File: src/rtl/p_fxp_acc_seq.sv
// Time-serial fixed-point accumulator: sums IN operands per packet with
// two's-complement wrap and a sticky overflow flag, one operand per cycle.
package dconf_pkg;
  typedef struct packed {
    logic       sign;
    logic [7:0] prec;
    logic [7:0] frac;
  } dconf_t;

  localparam dconf_t DEF_DCONF_FXP = '{sign: 1'b1, prec: 8'd8, frac: 8'd4};
endpackage

module p_fxp_acc_seq #(
  parameter int                IN   = 8,
  parameter dconf_pkg::dconf_t CONF = dconf_pkg::DEF_DCONF_FXP
) (
  input logic            clk,
  input logic            reset_,
  p_fxp_acc_seq_if.slave bus
);
  localparam int PREC = int'(CONF.prec);
  localparam int CW   = $clog2(IN + 1);
  localparam logic [CW-1:0] LAST = CW'(IN - 1);

  typedef enum logic {ACC, HOLD} state_t;

  state_t          state;
  logic [CW-1:0]   cnt;
  logic [PREC-1:0] acc;
  logic            ovf_acc;
  logic [PREC-1:0] out_r;
  logic            ovf_out;

  logic [PREC:0]   sum;
  logic            signed_ovf;
  logic            beat_ovf;

  // Extra top bit of sum is the unsigned carry; signed overflow looks at sign bits only.
  assign sum        = {1'b0, acc} + {1'b0, bus.in};
  assign signed_ovf = (acc[PREC-1] == bus.in[PREC-1]) && (sum[PREC-1] != acc[PREC-1]);
  assign beat_ovf   = CONF.sign ? signed_ovf : sum[PREC];

  always_ff @(posedge clk or negedge reset_) begin
    if (!reset_) begin
      state   <= ACC;
      cnt     <= '0;
      acc     <= '0;
      ovf_acc <= 1'b0;
      out_r   <= '0;
      ovf_out <= 1'b0;
    end else begin
      case (state)
        ACC: begin
          if (bus.in_valid) begin
            if (cnt == LAST) begin
              out_r   <= sum[PREC-1:0];
              ovf_out <= ovf_acc | beat_ovf;
              cnt     <= '0;
              state   <= HOLD;
            end else begin
              acc     <= sum[PREC-1:0];
              ovf_acc <= ovf_acc | beat_ovf;
              cnt     <= cnt + CW'(1);
            end
          end
        end
        HOLD: begin
          // Release clears the running sum; no operand is taken this cycle.
          if (bus.out_ready) begin
            acc     <= '0;
            ovf_acc <= 1'b0;
            state   <= ACC;
          end
        end
        default: state <= ACC;
      endcase
    end
  end

  assign bus.in_ready  = (state == ACC);
  assign bus.out_valid = (state == HOLD);
  assign bus.out       = out_r;
  assign bus.ovf       = ovf_out;
  assign bus.udf       = 1'b0;
  assign bus.rounded   = 1'b0;
endmodule

File: src/rtl/p_fxp_acc_seq_if.sv
// Operand/result stream bundle for the sequential fixed-point accumulator.
// slave is the accumulator side, master is the operand source and sum sink.
interface p_fxp_acc_seq_if #(
  parameter int PREC = 8
);
  logic            in_valid;
  logic            in_ready;
  logic [PREC-1:0] in;
  logic            out_valid;
  logic            out_ready;
  logic [PREC-1:0] out;
  logic            ovf;
  logic            udf;
  logic            rounded;

  modport master (
    output in_valid, in, out_ready,
    input  in_ready, out_valid, out, ovf, udf, rounded
  );

  modport slave (
    input  in_valid, in, out_ready,
    output in_ready, out_valid, out, ovf, udf, rounded
  );
endinterface

File: src/flat_wrapper.sv
// flat-port wrapper written by rule: the top's interface ports become plain ports
module p_fxp_acc_seq_flat 
#(
  parameter int                IN   = 8,
  parameter dconf_pkg::dconf_t CONF = dconf_pkg::DEF_DCONF_FXP
)
  (clk, reset_, bus_in_valid, bus_in, bus_out_ready, bus_in_ready, bus_out_valid, bus_out, bus_ovf, bus_udf, bus_rounded);
  p_fxp_acc_seq_if bus_i ();
  input logic clk;
  input logic reset_;
  input wire logic [$bits(bus_i.in_valid)-1:0] bus_in_valid;
  input wire logic [$bits(bus_i.in)-1:0] bus_in;
  input wire logic [$bits(bus_i.out_ready)-1:0] bus_out_ready;
  output wire logic [$bits(bus_i.in_ready)-1:0] bus_in_ready;
  output wire logic [$bits(bus_i.out_valid)-1:0] bus_out_valid;
  output wire logic [$bits(bus_i.out)-1:0] bus_out;
  output wire logic [$bits(bus_i.ovf)-1:0] bus_ovf;
  output wire logic [$bits(bus_i.udf)-1:0] bus_udf;
  output wire logic [$bits(bus_i.rounded)-1:0] bus_rounded;
  assign bus_i.in_valid = bus_in_valid;
  assign bus_i.in = bus_in;
  assign bus_i.out_ready = bus_out_ready;
  assign bus_in_ready = bus_i.in_ready;
  assign bus_out_valid = bus_i.out_valid;
  assign bus_out = bus_i.out;
  assign bus_ovf = bus_i.ovf;
  assign bus_udf = bus_i.udf;
  assign bus_rounded = bus_i.rounded;
  p_fxp_acc_seq #(.IN(IN), .CONF(CONF)) u_core (.clk(clk), .reset_(reset_), .bus(bus_i));
endmodule
File: config.mk
export PLATFORM = sky130hd
export DESIGN_NAME = p_fxp_acc_seq_flat
export DESIGN_NICKNAME = d
export VERILOG_FILES = /design/src/rtl/p_fxp_acc_seq.sv /design/src/rtl/p_fxp_acc_seq_if.sv /design/src/flat_wrapper.sv
export SDC_FILE = /design/constraint.sdc
export NUM_CORES = 1
export LEC_CHECK = 0
export ABC_AREA = 1
export CAP_MARGIN = 30
export CORE_MARGIN = 1.5
export CORE_UTILIZATION = 40
export CTS_CLUSTER_SIZE = 28
export DETAILED_ROUTE_END_ITERATION = 6
export GPL_TIMING_DRIVEN = 0
export MAX_ROUTING_LAYER = met4
export PLACE_DENSITY = 0.65
export SYNTH_ARGS = -nofsm -noshare
export SYNTH_HDL_FRONTEND = slang
export SYNTH_SLANG_ARGS = --single-unit
export TNS_END_PERCENT = 20
File: constraint.sdc
create_clock -name clk -period 2.1 [get_ports clk]
set_input_delay 0.63 -clock clk [delete_from_list [all_inputs] [get_ports clk]]
set_output_delay 0.63 -clock clk [all_outputs]
set_load 0.005 [all_outputs]
## Yosys cells after proc, flatten, opt, wreduce, memory -nomap -nowiden

Cells that the tools add are included.
Widths: inputs -> output; s select.

| word-level totals | value |
|---|---|
| register bits | 23 |
| bits of input ports | 12 |
| output and inout port bits | 13 |
| word-level logic and storage cells | 33 |

| cells by class | value |
|---|---|
| $add $sub $neg | 2 |
| equal/unequal tests | 6 |
| mux-type cells | 13 |
| bitwise gates (word level) | 2 |
| reduce and logical (&&, ||, !) cells | 4 |

Operators by type and width:

| cell | number |
|---|---|
| $mux 8 | 3 |
| $pmux 8 s2 | 1 |
| $add 8x8->8 | 1 |
| $mux 1 | 6 |
| $ne 2x2->1 const B | 3 |
| $reduce_and 3->1 | 2 |
| $add 4x1->4 const B | 1 |
| $eq 4x3->1 const B | 1 |
| $mux 4 | 1 |
| $pmux 1 s2 | 2 |
| $reduce_and 2->1 | 1 |
| $eq 1x1->1 | 1 |
| $logic_and 1x1->1 | 1 |
| $ne 1x1->1 | 1 |
| $not 1->1 | 1 |
| $or 1x1->1 | 1 |

## Longest topological paths before layout

Gate-level depths: netlist (run 1).

| depth | value |
|---|---|
| depth in word-level cells | 7 |
| mapped depth | 10 |
| gate-level depth less buffers | 10 |

## Least setup slack after synthesis (run 1)

No wires, ideal clock.

| timing | value |
|---|---|
| kind | input to register |
| start point | input port bus_in[0] |
| end point | register u_core.acc[6] |
| setup time | 0.117 ns |
| arrival time | 1.691 ns |
| required time | 1.983 ns |
| path slack | 0.292 ns |
| cell stages on the path | 9 |
| buffers on the path | 0 |
| cells stage by stage | ha_1 inv_1 fa_1 o21ai_1 nand2_1 nand2_1 nand2_1 nand3_1 nand2_1 |

| between the ends | value |
|---|---|
| cells in the longest elaborated chain, start to end | 4 |

RTL lines:

| element | RTL line | RTL |
|---|---|---|
| start: declaration | flat_wrapper.sv:12 | `input wire logic [$bits(bus_i.in)-1:0] bus_in;` |
| $add 8x8->8 | p_fxp_acc_seq.sv:39 | `assign sum = {1'b0, acc} + {1'b0, bus.in};` |
| $mux 8 | p_fxp_acc_seq.sv:55 | `if (cnt == LAST) begin` |
| $mux 8 | p_fxp_acc_seq.sv:54 | `if (bus.in_valid) begin` |
| $pmux 8 s2 | p_fxp_acc_seq.sv:52 | `case (state)` |
| end signal: assignment | p_fxp_acc_seq.sv:61 | `acc <= sum[PREC-1:0];` |
| end: declaration | p_fxp_acc_seq.sv:29 | `logic [PREC-1:0] acc;` |

No other way between the ends. The select of a mux whose other input is x is not followed.
A chain may end at the register's enable or synchronous reset.

## Final worst setup path (run 1)

| timing | value |
|---|---|
| start point | input port bus_in[0] |
| end point | register u_core.out_r[6], in the netlist u_core.bus.out[6] |

| between the ends | value |
|---|---|
| cells in the longest elaborated chain, start to end | 1 |

RTL lines:

| element | RTL line | RTL |
|---|---|---|
| $add 8x8->8 | p_fxp_acc_seq.sv:39 |  |
| end signal: assignment | p_fxp_acc_seq.sv:56 | `out_r <= sum[PREC-1:0];` |
| end: declaration | p_fxp_acc_seq.sv:31 | `logic [PREC-1:0] out_r;` |

No other way between the ends.

==> flow_metrics.tcl, run 1 <==
set metrics [dict create \
    syn_inst 158 \
    start_util_pct 42.2 \
    r2r-end "u_core.acc[7]" \
    hpwl_um 2160 \
    ioPinCount 25 \
    r2r-start "u_core.acc[2]" \
    hp-start "u_core.bus.out[0]" \
    syn-cell-area_um2 1290 \
    port_buffers 22 \
    grt_setup_unrepaired "false" \
    r2r_setup_slack_ns 0.48 \
    grt_pass1_wl_um 4670 \
    drv_slew 0 \
    ys_ff_latch 23 \
    std_cell_rows 20 \
    r2r_cells 7 \
    post_cts_buffers 0 \
    post-route-min-period_ns 1.99 \
    yosysWarnings 0 \
    cts_tree "yes" \
    holdBufCountCts 0 \
    cts_buffers 3 \
    critPathCaptureType "flop" \
    overflow 0 \
    drive_gt1_share_pct 12.4 \
    hold_path_class "reg2reg" \
    die_h_um 59.8 \
    grt_pass1_vias 1067 \
    drc 0 \
    coreArea_um2 3050 \
    path_class "in2reg" \
    grt_usage_pct 18.2 \
    firstDrtPassIters 4 \
    hold_end "u_core.bus.out[0]" \
    clk_pin_slew_ns 0.13 \
    ys_types 24 \
    syn_area_per_cell_um2 8.16 \
    nFillCells 307 \
    postLayoutCoreUtil_pct 53.9 \
    die_area_um2 3570 \
    die_x_um 59.8 \
    period_share_pct 94.9 \
    wire_per_inst_um 11.9 \
    hold_depth 2 \
    p_total_w 0.00218 \
    clockBufferDepth 2 \
    root_buffer "clkbuf_4" \
    timing.fmax_mhz 502 \
    num_antenna_cells 0 \
    worstPathRequired_ns 2.31 \
    hold_violations 0 \
    ir_drop_mv 0.660 \
    vias 1101 \
    insertion_delay_ns 0.31 \
    outcome "finished, final reports clean" \
    fin_skew_ns 0.00235 \
    via_per_inst 4.79 \
    cp-start-kind "input pin" \
    antenna_found_initial 0 \
    final-setup-viol-count 0 \
    whs_ns 0.498 \
    worstPathMaxFanout 2 \
    htreeDepth 1 \
    ant_nets 0 \
    clkSinkCount 23 \
    drtIter0Drc 38 \
    setup_tns_ns 0 \
    arrival_ns 2.21 \
    ys_seq_area_share_pct 44.7 \
    grt_max_degree 19 \
    place_congestion 0.755 \
    syn2layout_area_growth_pct 27.7 \
    p_leak_nw 0.829 \
    cap_violations 0 \
    p_per_area_nw_per_um2 1320 \
    wl_um 2730 \
    nNetsFinal 208 \
]
worst max-delay path: stages:
cell             delay [ns]
clkdlybuf4s50_1        0.46
ha_1                   0.18
inv_1                  0.06
fa_2                   0.35
o21ai_2                0.16
nand2_1                0.10
nand2_1                0.07
nand2_1                0.06
nand3_1                0.07
nand2_1                0.06
cell usage after synthesis (all sizes together):
| cell | instances | share of area, % |
|---|---|---|
| conb | 1 | 0.29 |
| dfrtp | 23 | 45 |
| and2 | 1 | 0.68 |
| nand3 | 10 | 3.9 |
| o21ai | 10 | 4.8 |
| nand2 | 56 | 17 |
| a21oi | 7 | 2.7 |
| xnor2 | 3 | 2.0 |
| o22ai | 1 | 0.49 |
| ha | 8 | 7.8 |
| or2 | 2 | 1.2 |
| buf | 3 | 2.0 |
| nor2 | 7 | 2.6 |
| nand3b | 4 | 2.3 |
| inv | 20 | 5.8 |
| fa | 1 | 1.6 |
| nand4 | 1 | 0.49 |
final cells by class:
class | count | area, µm² | area share [%]
Buffer | 3 | 26.3 | 1.60
Clock buffer | 3 | 22.5 | 1.37
Clock inverter | 1 | 5.00 | 0.304
Inverter | 20 | 75.1 | 4.56
Multi-Input combinational cell | 113 | 638 | 38.8
Sequential cell | 23 | 576 | 35.0
Tap cell | 44 | 55.1 | 3.35
Timing Repair Buffer | 23 | 248 | 15.1
power by group:
group | internal [W] | total (W) | leakage (nW) | switching, W
sequential | 0.000652 | 0.000784 | 0.284 | 0.000132
clock | 0.0000711 | 0.000205 | 0.0177 | 0.000133
combinational | 0.000565 | 0.00119 | 0.527 | 0.000621
total | 0.00129 | 0.00218 | 0.829 | 0.000887
per-layer routing:
| layer | wire length (µm) | part of all wire (%) | track usage [%] | vias up |
|---|---|---|---|---|
| met4 | 51 | 1.9 | 9.21 | 0 |
| li1 | - | - | - | 552 |
| met5 | 0 | 0 | - | - |
| met3 | 73 | 2.7 | 2.60 | 4 |
| met2 | 1340 | 49 | 29.3 | 15 |
| met1 | 1260 | 46 | 22.3 | 530 |
worst max path at each step:
stage | start | to | slack [ns] | cells past startpoint
2_1_floorplan | bus_in[0] | u_core.acc[6] | 0.29 | 9
3_3_place_gp | bus_in[0] | u_core.bus.out[6] | -0.33 | 10
3_5_place_dp | bus_in[0] | u_core.bus.out[6] | -0.37 | 10
4_1_cts | bus_in[0] | u_core.bus.out[6] | 0.01 | 10
5_1_grt | bus_in[0] | u_core.bus.out[6] | 0.004 | 10
6_report | bus_in[0] | u_core.bus.out[6] | 0.11 | 10
registers in the layout, summed over array words and instances, names as in the netlist:
register	cells
u_core.cnt	4
u_core.acc	8
u_core.bus.out	8
u_core.ovf_acc	1
u_core.bus.out_valid	1
u_core.bus.ovf	1
cell usage in the layout, fill, tap and decap left out, types with 2 or more instances in the layout:
| cell | synthesis | routed |
|---|---|---|
| o21ai_0 | 5 | 5 |
| ha_1 | 8 | 7 |
| dfrtp_1 | 23 | 23 |
| clkdlybuf4s50_1 | 0 | 22 |
| inv_1 | 17 | 17 |
| conb_1 | 1 | 2 |
| nand3b_1 | 4 | 4 |
| nand2_2 | 2 | 2 |
| xnor2_1 | 3 | 3 |
| nor2_1 | 6 | 6 |
| a21oi_1 | 7 | 6 |
| nand2_1 | 54 | 54 |
| nand3_1 | 10 | 10 |
| inv_2 | 3 | 3 |
| buf_4 | 2 | 2 |
| o21ai_2 | 3 | 4 |
| clkbuf_4 | 0 | 3 |
cell families after synthesis:
family / after synthesis / share of synthesized area, %
simple gates: 81 / 27.9
flops: 23 / 44.7
xor+xnor: 3 / 2.04
fa+ha+maj: 9 / 9.32
other cells: 1 / 0.291
buf+inv: 23 / 7.86
compound gates: 18 / 7.96
timing repair:
action / 4_1_cts / 5_1_grt
pin swaps: 0 / 1
cloned: 0 / 0
endpoints found under the setup margin: 2 / 4
resized for setup: 1 / 3
stage by stage:
stage	worst slack (ns)	cells	cell area (µm²)
4_1_cts	0.00976	230	1630
6_report	0.107	230	1650
2_1_floorplan	0.292	159	1290
3_5_place_dp	-0.374	226	1600
3_3_place_gp	-0.326	225	1570
5_1_grt	0.00357	230	1650
Power figures use the tool's default switching activity.
==> run 2: changes to the inputs <==
==> constraint.sdc (replaced) <==
create_clock -name clk -period 2.1 [get_ports clk]
set_input_delay 0.63 -clock clk [delete_from_list [all_inputs] [get_ports clk]]
set_output_delay 0.63 -clock clk [all_outputs]
set_load 0.05 [all_outputs]
==> run 2 against run 1 <==
Net effect: clock skew about the same; worst setup slack got worse by 0.0024 ns; final cell count unchanged; global-route usage increased by 0.093 points; via count decreased by 0.36%; routed wire length about the same; count of clock-buffer cells in the layout unchanged; critical path depth unchanged; clock power about the same; die area unchanged.
==> flow_metrics.tcl, run 2 (synthesis gave the netlist of run 1 again) <==
set metrics [dict create \
    clk_pin_slew_ns 0.13 \
    hpwl_um 2160 \
    antenna_found_initial 0 \
    num_antenna_cells 0 \
    port_buffers 22 \
    fin_skew_ns 0.00238 \
    cts_tree "yes" \
    std_cell_rows 20 \
    drive_gt1_share_pct 12.4 \
    hold_depth 2 \
    root_buffer "clkbuf_4" \
    cts_buffers 3 \
    r2r-start "u_core.acc[2]" \
    post-route-min-period_ns 2.00 \
    worstPathMaxFanout 2 \
    placed_cells 226 \
    holdBufCountCts 0 \
    final-setup-viol-count 0 \
    overflow 0 \
    arrival_ns 2.21 \
    top_usage_layer "met2" \
    layout_commonest_cell "nand2_1" \
    critPathCaptureType "flop" \
    htreeDepth 1 \
    layout_common_cells "nand2_1 (54), dfrtp_1 (23), inv_1 (17)" \
    ioPinCount 25 \
    vias 1097 \
    timing.fmax_mhz 501 \
    firstDrtPassIters 4 \
    path_class "in2reg" \
    hp-start "u_core.bus.out[0]" \
    whs_ns 0.493 \
    start_util_pct 42.2 \
    p_per_area_nw_per_um2 1480 \
    use_met3_pct 2.60 \
    r2r_setup_slack_ns 0.48 \
    hold_end "u_core.bus.out[0]" \
    met1_usage_pct 22.3 \
    worstPathRequired_ns 2.31 \
    drtIter0Drc 35 \
    clockBufferDepth 2 \
    r2r-end "u_core.acc[7]" \
    grt_pass1_wl_um 4700 \
    die_area_um2 3570 \
    grt_pass1_vias 1073 \
    grt_usage_pct 18.3 \
    insertion_delay_ns 0.31 \
    hold_violations 0 \
    cp-start-kind "input pin" \
    nNetsFinal 208 \
    drv_slew 0 \
    grt_setup_unrepaired "false" \
    layout.cells.non_filler 230 \
    cap_violations 0 \
    die_x_um 59.8 \
    place_congestion 0.755 \
    die_h_um 59.8 \
    coreArea_um2 3050 \
    hold_path_class "reg2reg" \
    syn2layout_area_growth_pct 26.6 \
    post_cts_buffers 0 \
    wire_per_inst_um 11.8 \
    wl_um 2730 \
    drc 0 \
    r2r_cells 7 \
    period_share_pct 95.0 \
    p_leak_nw 0.859 \
    clkSinkCount 23 \
    ir_drop_mv 0.764 \
    outcome "finished, final reports clean" \
    via_per_inst 4.77 \
    grt_max_degree 19 \
    grtUsageMet2_pct 29.7 \
    ant_nets 0 \
]
## run 2: cell count changes in the layout (fill, tap and decap cells not counted), sizes merged
cell	change
clkdlybuf4s50	-11
dlygate4sd2	+11
## run 2: cell type report
| type | count | area, µm² |
|---|---|---|
| multi-input cells | 113 | 638 |
| clock buffers | 3 | 22.5 |
| plain buffers | 3 | 26.3 |
| repair buffers | 23 | 234 |
| flip-flops and latches | 23 | 576 |
| fillers | 315 | 1420 |
| clock inverters | 1 | 5.00 |
| inverters | 20 | 75.1 |
| well taps | 44 | 55.1 |
## run 2: metrics by stage
stage	total power (W)	area (µm²)	TNS [ns]	utilization (%)	worst slack, ns
after floorplan	0.00183	1290	0	-	0.292
after global placement	0.00218	1570	-2.13	51.4	-0.326
after detailed placement	0.00225	1600	-2.61	52.3	-0.374
after CTS	0.00240	1610	0	52.8	0.00976
after global routing	0.00264	1630	0	53.4	0.00357
final	0.00242	1630	0	53.4	0.104
## run 2: how the worst max path moves through the flow
stage	startpoint	end	slack [ns]	cells past startpoint
after detailed placement	bus_in[0]	u_core.bus.out[6]	-0.37	10
after global placement	bus_in[0]	u_core.bus.out[6]	-0.33	10
final	bus_in[0]	u_core.bus.out[6]	0.10	10
after global routing	bus_in[0]	u_core.bus.out[6]	0.004	10
after CTS	bus_in[0]	u_core.bus.out[6]	0.01	10
after floorplan	bus_in[0]	u_core.bus.out[6]	0.29	9
## run 2: worst max-delay path, cell delays in order
cell and delay [ns]:
clkdlybuf4s50_1 0.46, ha_1 0.18, inv_1 0.06, fa_2 0.35
o21ai_2 0.16, nand2_1 0.10, nand2_1 0.07, nand2_1 0.06
nand3_1 0.08, nand2_1 0.06
## run 2: timing repair
item,in CTS,in global routing
setup endpoints to repair,13,4
hold endpoints to repair,0,0
pin swaps,0,1
resized for setup,12,3
## run 2: power breakdown
part           switching [W]  internal, W
registers           0.000129     0.000652
logic               0.000925     0.000507
clock network       0.000133    0.0000711
total                0.00119      0.00123
## run 2: routing by layer
metal	wire, µm	share of wire (%)
met5	0	0
met4	51	1.9
met3	73	2.7
met2	1340	49
met1	1260	46
==> run 3: changes to the inputs <==
CORE_UTILIZATION = 51   (was 40)
PLACE_DENSITY = 0.8   (was 0.65)
==> run 3 against run 2 <==
Net effect: worst hold slack better by 0.0017 ns; register-to-register slack better by 0.03 ns; final cell count down 6.1%.
==> flow_metrics.tcl, run 3 (synthesis gave the netlist of run 1 again) <==
set metrics [dict create \
    worstPathMaxFanout 2 \
    vias 1089 \
    wire_per_inst_um 11.5 \
    ir_drop_mv 0.891 \
    r2r-end "u_core.bus.out[7]" \
    ioPinCount 25 \
    root_buffer "clkbuf_4" \
    clkSinkCount 23 \
    holdBufCountCts 0 \
    coreArea_um2 2430 \
    design_area_um2 1590 \
    die_x_um 53.3 \
    grt_pass1_wl_um 4080 \
    cap_violations 0 \
    cp-start-kind "input pin" \
    clock_power_share_pct 8.5 \
    die_h_um 53.3 \
    tightest_slew_ns 0.560 \
    slew_headroom_pct 62.5 \
    period_share_pct 94.7 \
    grt_pass1_vias 995 \
    nFillCells 206 \
    post-route-min-period_ns 1.99 \
    critPathCaptureType "flop" \
    place_area_um2 1570 \
    hold_violations 0 \
    grt_usage_pct 20.3 \
    via_per_inst 5.04 \
    drtIter0Drc 23 \
    start_util_pct 53.0 \
    seq_area_um2 576 \
    num_antenna_cells 0 \
    worstPathRequired_ns 2.29 \
    p_int_w 0.00121 \
    r2r_cells 8 \
    path_class "in2reg" \
    critPathLaunch "bus_in[0]" \
    p_per_area_nw_per_um2 1500 \
    cts_tree "yes" \
    wl_um 2490 \
    antenna_found_initial 0 \
    drv_slew 0 \
    p_comb_share_pct 59.3 \
    firstDrtPassIters 4 \
    clk_pin_slew_ns 0.12 \
    timing.fmax_mhz 503 \
    hold_path_class "reg2reg" \
    insertion_delay_ns 0.31 \
    layout_commonest_cell "nand2_1" \
    place_congestion 0.788 \
    syn2layout_area_growth_pct 23.5 \
    ant_nets 0 \
    sw_frac_of_total_pct 49.1 \
    pre_cts_ws_ns -0.351 \
    cts_buffers 3 \
    hpwl_um 1960 \
    power.switching_w 0.00117 \
    hold_end "u_core.bus.out[5]" \
    port_buffers 22 \
    fin_ws_ns 0.111 \
    final-setup-viol-count 0 \
    nNetsFinal 208 \
    r2r_setup_slack_ns 0.51 \
    layout_common_cells "nand2_1 (53), dfrtp_1 (23), inv_1 (17)" \
    r2r-start "u_core.acc[4]" \
    grt_max_degree 14 \
    p_total_w 0.00238 \
    multi_input_area_um2 628 \
    std_cell_rows 18 \
    outcome "finished, final reports clean" \
    whs_ns 0.494 \
    htreeDepth 1 \
    p_leak_nw 0.855 \
    arrival_ns 2.18 \
    grt_setup_unrepaired "false" \
    seq_power_share_pct 32.2 \
    hold_depth 2 \
    drive_gt1_share_pct 12.4 \
    die_area_um2 2840 \
    drc 0 \
    overflow 0 \
    fin_skew_ns 0.00887 \
    hp-start "u_core.bus.out[5]" \
    post_cts_buffers 0 \
    clockBufferDepth 2 \
]
## run 3: cell count changes in the layout (fill, tap and decap cells not counted)
| cell | before | now |
|---|---|---|
| buf_16 | 1 | 0 |
| nand2_1 | 54 | 53 |
| ha_1 | 7 | 8 |
| buf_8 | 0 | 1 |
| ha_4 | 1 | 0 |
| nand2_2 | 2 | 3 |
## run 3: critical path, stage by stage
cell,delay [ns]
clkdlybuf4s50_1,0.46
ha_1,0.17
inv_1,0.06
fa_2,0.36
o21ai_2,0.18
xnor2_1,0.20
o21ai_0,0.12
## run 3: power by group through the flow
stage	logic (W)	registers, W	clock network, W
floorplan	0.000786	0.00105	0
global route	0.00156	0.000794	0.000224
CTS	0.00140	0.000769	0.000208
detailed placement	0.00144	0.000780	0
global placement	0.00140	0.000772	0
finish	0.00141	0.000768	0.000202
## run 3: area by class of cell
cell class	count	share of cell area, %
Clock buffer	3	1.42
Tap cell	30	2.36
Inverter	20	4.72
Sequential cell	23	36.2
Clock inverter	1	0.314
Timing Repair Buffer	23	13.9
Multi-Input combinational cell	113	39.5
Buffer	3	1.65
## run 3: timing repair
action,in CTS,in global routing
gates cloned,0,0
hold endpoints to repair,0,0
pin swaps,0,1
setup endpoints to repair,12,6
gates resized for setup,12,3
## run 3: per-layer routing
| layer | wire length (µm) | global-route usage (%) |
|---|---|---|
| met4 | 16 | 7.69 |
| met2 | 1180 | 32.9 |
| met5 | 0 | - |
| met1 | 1190 | 26.0 |
| met3 | 102 | 2.54 |
## run 3: how the worst max path moves through the flow
stage	end	slack [ns]	depth (start not counted)
global placement	u_core.bus.out[6]	-0.30	10
detailed placement	u_core.bus.out[6]	-0.35	10
CTS	u_core.bus.out[6]	0.04	10
finish	u_core.acc[4]	0.11	7
global route	u_core.bus.out[6]	0.004	10
floorplan	u_core.bus.out[6]	0.29	9
## run 3: stage by stage
step           util [%]  std cells  TNS, ns
2_1_floorplan         -        159        0
3_3_place_gp       63.7        211    -1.96
3_5_place_dp       64.4        212    -2.44
4_1_cts            65.1        216        0
5_1_grt            65.4        216        0
6_report           65.4        216        0
